[config.mk]
export PLATFORM = sky130hd
export DESIGN_NAME = gray_seq_gen
export DESIGN_NICKNAME = d
export VERILOG_FILES = /design/src/rtl/gray_seq_gen.sv
export SDC_FILE = /design/constraint.sdc
export NUM_CORES = 1
export LEC_CHECK = 0
export CORE_AREA = 4 4 92 94
export CTS_CLUSTER_SIZE = 25
export DETAILED_ROUTE_END_ITERATION = 16
export DIE_AREA = 0 0 96 98
export GPL_TIMING_DRIVEN = 1
export SLEW_MARGIN = 20
export SYNTH_ARGS = -nofsm -noshare
export SYNTH_HDL_FRONTEND = slang
export SYNTH_SLANG_ARGS = --single-unit
export TNS_END_PERCENT = 50
[constraint.sdc]
create_clock -name clk -period 2.8 [get_ports clk]
set_input_delay 0.84 -clock clk [delete_from_list [all_inputs] [get_ports clk]]
set_output_delay 0.84 -clock clk [all_outputs]
set_load 0.03 [all_outputs]
[src/rtl/gray_seq_gen.sv]
// Gray-code sequence generator: steps a binary index up or down on each accepted
// transfer, and presents the registered Gray code of that index with a valid/ready handshake.
module gray_seq_gen #(
    parameter int DATA_WIDTH = 16
) (
    input  logic                  clk,
    input  logic                  resetn,
    input  logic                  start,
    input  logic                  stop,
    input  logic                  dir,
    input  logic                  load,
    input  logic [DATA_WIDTH-1:0] load_val,
    input  logic                  out_ready,
    output logic [DATA_WIDTH-1:0] gray_out,
    output logic                  out_valid,
    output logic                  wrap
);

    typedef enum logic {
        IDLE   = 1'b0,
        ACTIVE = 1'b1
    } state_t;

    localparam logic [DATA_WIDTH-1:0] ONE      = DATA_WIDTH'(1);
    localparam logic [DATA_WIDTH-1:0] ALL_ONES = '1;

    state_t                state;
    state_t                state_nxt;
    logic                  armed;
    logic [DATA_WIDTH-1:0] idx;
    logic [DATA_WIDTH-1:0] idx_nxt;
    logic                  wrap_nxt;
    logic                  xfer;

    function automatic logic [DATA_WIDTH-1:0] to_gray(input logic [DATA_WIDTH-1:0] b);
        return b ^ (b >> 1);
    endfunction

    assign xfer      = (state == ACTIVE) && out_ready;
    assign out_valid = (state == ACTIVE);

    always_comb begin
        state_nxt = state;
        idx_nxt   = idx;
        wrap_nxt  = 1'b0;

        // stop has priority over start when both are raised in IDLE
        case (state)
            IDLE:    if (start && !stop) state_nxt = ACTIVE;
            ACTIVE:  if (stop) state_nxt = IDLE;
            default: state_nxt = IDLE;
        endcase

        if (load) begin
            idx_nxt = load_val;
        end else if (xfer) begin
            if (dir) begin
                idx_nxt  = idx - ONE;
                wrap_nxt = (idx == '0);
            end else begin
                idx_nxt  = idx + ONE;
                wrap_nxt = (idx == ALL_ONES);
            end
        end
    end

    // The first edge after reset release only arms the block, so a reset
    // deasserted close to an edge can never produce a partial update.
    always_ff @(posedge clk or negedge resetn) begin
        if (!resetn) begin
            armed    <= 1'b0;
            state    <= IDLE;
            idx      <= '0;
            gray_out <= '0;
            wrap     <= 1'b0;
        end else if (!armed) begin
            armed <= 1'b1;
        end else begin
            state    <= state_nxt;
            idx      <= idx_nxt;
            gray_out <= to_gray(idx_nxt);
            wrap     <= wrap_nxt;
        end
    end

endmodule

==> impl_results.md <==
* Fraction of layout cells with a size suffix above 1 at between 30% and 40%
* Site Rows at 32
* DIE WIDTH at 96 microns
* Routed met3 length at ~290 microns
* Biggest area consumer among synthesized cells: dfrtp_1
* Full die area at between 9000 and 10000 sq um
* Reg2reg setup slack at between 0.1 and 0.15 ns
* WP data arrival at 3.23 ns
* Synth top area share at 33.2%
* Post-layout util at roughly half
* Setup slack at placement at -0.952 ns
* CTS clk-pin slew, worst paths at about 0.07 ns
* Port Buffers at 40
* TritonCTS Sinks at 34
* # nets final at roughly 420
* Outcome: complete, but fails checks
* Placer Congestion at 0.883
* Final ANT Viol Nets at 0
* Yosys cell types at between 50 and 60
* Syn_nets at 323
* Post-synthesis cell area at between 2000 and 3000 sq um
* Failing checks: setup timing
* Skew-Pair Late Insertion Delay at around 0.29 ns
* Placed cell area at 3580 sq um
* Synth area leaders: dfrtp_1, ha_1, a21oi_1, mux2_2, o21ai_0
* Max-cap violations at 0
* WL met2 at between 3000 and 4000 microns
* Drt first pass iters at 4
* Vias per cell at 5.20
* Top delay family on crit path: simple AND/OR/NAND/NOR gates
* Area grow syn2layout at 48.8%
* Core Region at between 7000 and 8000 sq um
* Max incr delay on CP at roughly 0.48 ns
* Critical Path RT at 2.97 ns
* Post-synth EDFFs at 0
* Setup crit start: dir
* Fin crit share at 109%
* Worst VDD drop at between 0.4 and 0.5 mV
* Reg2Reg Launch Point: idx[7]
* Unrepaired setup endpoints after global routing: yes
* CP cell instances: buf_12 > buf_12 > buf_4 > ha_1 > and3_4 > o211ai_2 > and3_4 > or4_4 > nand4_1 > or3b_4 > mux2_4
* Post-Syn Area per Cell at between 9 and 10 sq um
* Number of fill cells in the layout at 700
* Initial antenna violation count at 0
* IO Pins at 41
* Reg2Reg Depth at 9
* Detailed Place HPWL at roughly 5700 microns
* Root buf cell: clkbuf_8
* Critical path class: in2reg
* Hold worst-path end: gray_out[2]
* Die Span Y at just under 100 microns
* Reg2reg end: gray_out[14]
* Final worst path period need at 3.06 ns
* Final setup fails at 10
* Initial DRC count at between 100 and 150
* Top Metal Used: met4
* Total power at between 2 and 2.5 mW
* CTS tree: built
* Worst hold stages at 1
* Post-synthesis sequential area ratio at about 33%
* Startpoint types: input port
* Inserted Diodes at 0
* Vias in the first global route at roughly 2600
* PwrDens at around 640 nW/um^2
* Asr flop ratio synth at 100%
* First-pass GRT wire length at 12700 microns
* Final Cell Area at 3820 sq um
* Synth Instances at 285
* Critical Path Fanout Max at 8
* Worst-Margin Slew at 0.626 ns
* Overall Global Routing Usage at around 17%
* Hold path startpoint: gray_out[2]
* WP buf/inv at 3
* Ys Warns at 0
* Dpl cells at roughly 470
* Slew margin rel. at 57.8%
* Leakage power at ~1.7 nW
* Drt total wl at 7760 microns
* FMAX at around 330 MHz
* Via count at roughly 2500
* WL/cell at 16.0 microns
* Post-route DRC at 0
* Worst hold slack at between 0.5 and 0.6 ns
* Max Clock Skew at ~0.0066 ns
* # H-tree levels at 2
* Hold Buf Count CTS at 0
* Total CTS buffers at 5
* Post-synth top cells: dfrtp_1, a21oi_1, o21ai_0, nor2_1, nand2_1
* Wire length on met1 at about 3800 microns
* Setup TNS at -0.995 ns
* Max Slew Vio Count at 0
* HP Class: reg2reg
* Endpoints failing hold at 0
* Most instantiated library cell after synthesis: dfrtp_1
* Clock Tree Buf Depth at 2
* Grt ovf at 0
* Critical path's slowest cell: or4_4
* Crit end category: flip-flop
* Initial core utilization at about a third
* Top FF cell, synth: dfrtp_1
* Worst Slack Setup Final at -0.256 ns
* Synth Register Bits at 34
* Largest net degree at the start of global routing at 46
* Non-Filler Instances at 486
-- worst register-to-register path, stage by stage, from the launching register on --
cell,delay (ns)
dfrtp_1,0.45
ha_4,0.31
o21ai_0,0.09
o21bai_1,0.19
o211ai_2,0.12
and3_4,0.19
or4_4,0.48
nand4_1,0.08
or3b_4,0.39
mux2_4,0.30
-- routing by layer --
metal | vias up | track usage [%]
met5 | - | 0
met4 | 0 | 4.92
met3 | 7 | 2.77
met2 | 51 | 25.9
met1 | 1227 | 24.6
li1 | 1241 | -
-- registers in the layout (all words and copies together) (netlist names) --
signal     count
armed          1
out_valid      1
idx           15
gray_out      16
wrap           1
-- layout by cell type (no fill, tap or decap), types with 3 or more instances in the layout --
| cell type | count |
|---|---|
| ha_1 | 7 |
| o21ai_0 | 19 |
| inv_1 | 11 |
| mux2i_1 | 7 |
| nand2_1 | 18 |
| a21oi_1 | 29 |
| clkbuf_8 | 5 |
| buf_12 | 3 |
| xnor2_1 | 10 |
| o21ai_2 | 3 |
| o21ai_1 | 3 |
| xor2_1 | 11 |
| o31ai_1 | 3 |
| nor4_1 | 4 |
| nor2_1 | 19 |
| clkdlybuf4s50_1 | 39 |
| a21o_1 | 5 |
| mux2_2 | 12 |
| o21a_1 | 3 |
| ha_4 | 7 |
| nand4_1 | 5 |
| and3_1 | 5 |
| nor3_1 | 7 |
| buf_4 | 62 |
| o211ai_1 | 4 |
| or3_1 | 4 |
| dfrtp_1 | 34 |
-- final cells by class --
cell class	instances	area [sq um]	area share (%)
multi-input cells	226	1760	46.2
inverters	11	41.3	1.08
well taps	102	128	3.34
flip-flops and latches	34	851	22.3
clock inverters	2	10.0	0.262
repair buffers	106	955	25.0
clock buffers	5	68.8	1.80
-- worst max path at each step --
stage	cells past startpoint	to	slack, ns
final	11	gray_out[14]	-0.26
after global routing	11	gray_out[14]	-0.32
after CTS	11	gray_out[14]	-0.24
after detailed placement	11	gray_out[14]	-0.95
after global placement	11	gray_out[14]	-0.95
after floorplan	9	gray_out[14]	-0.21
-- kinds of logic after synthesis --
group	Yosys count	synth area share (%)
simple gates	76	15.1
xor+xnor	23	7.85
flops	34	33.2
compound gates	90	22.3
mux	21	9.02
fa+ha+maj	15	7.61
buf+inv	25	4.78
other cells	1	0.146
-- power breakdown --
group | switching, mW | total [mW] | internal [mW]
sequential | 0.0884 | 0.687 | 0.598
combinational | 0.688 | 1.39 | 0.704
clock | 0.180 | 0.347 | 0.167
-- what timing repair did --
action                     in CTS  in global routing
pin swaps                      21                  2
cloned                          1                  0
resized for setup              19                  9
setup endpoints to repair      26                 16
setup buffers                   6                  0
Note: power is estimated with default switching activity, not from simulation.
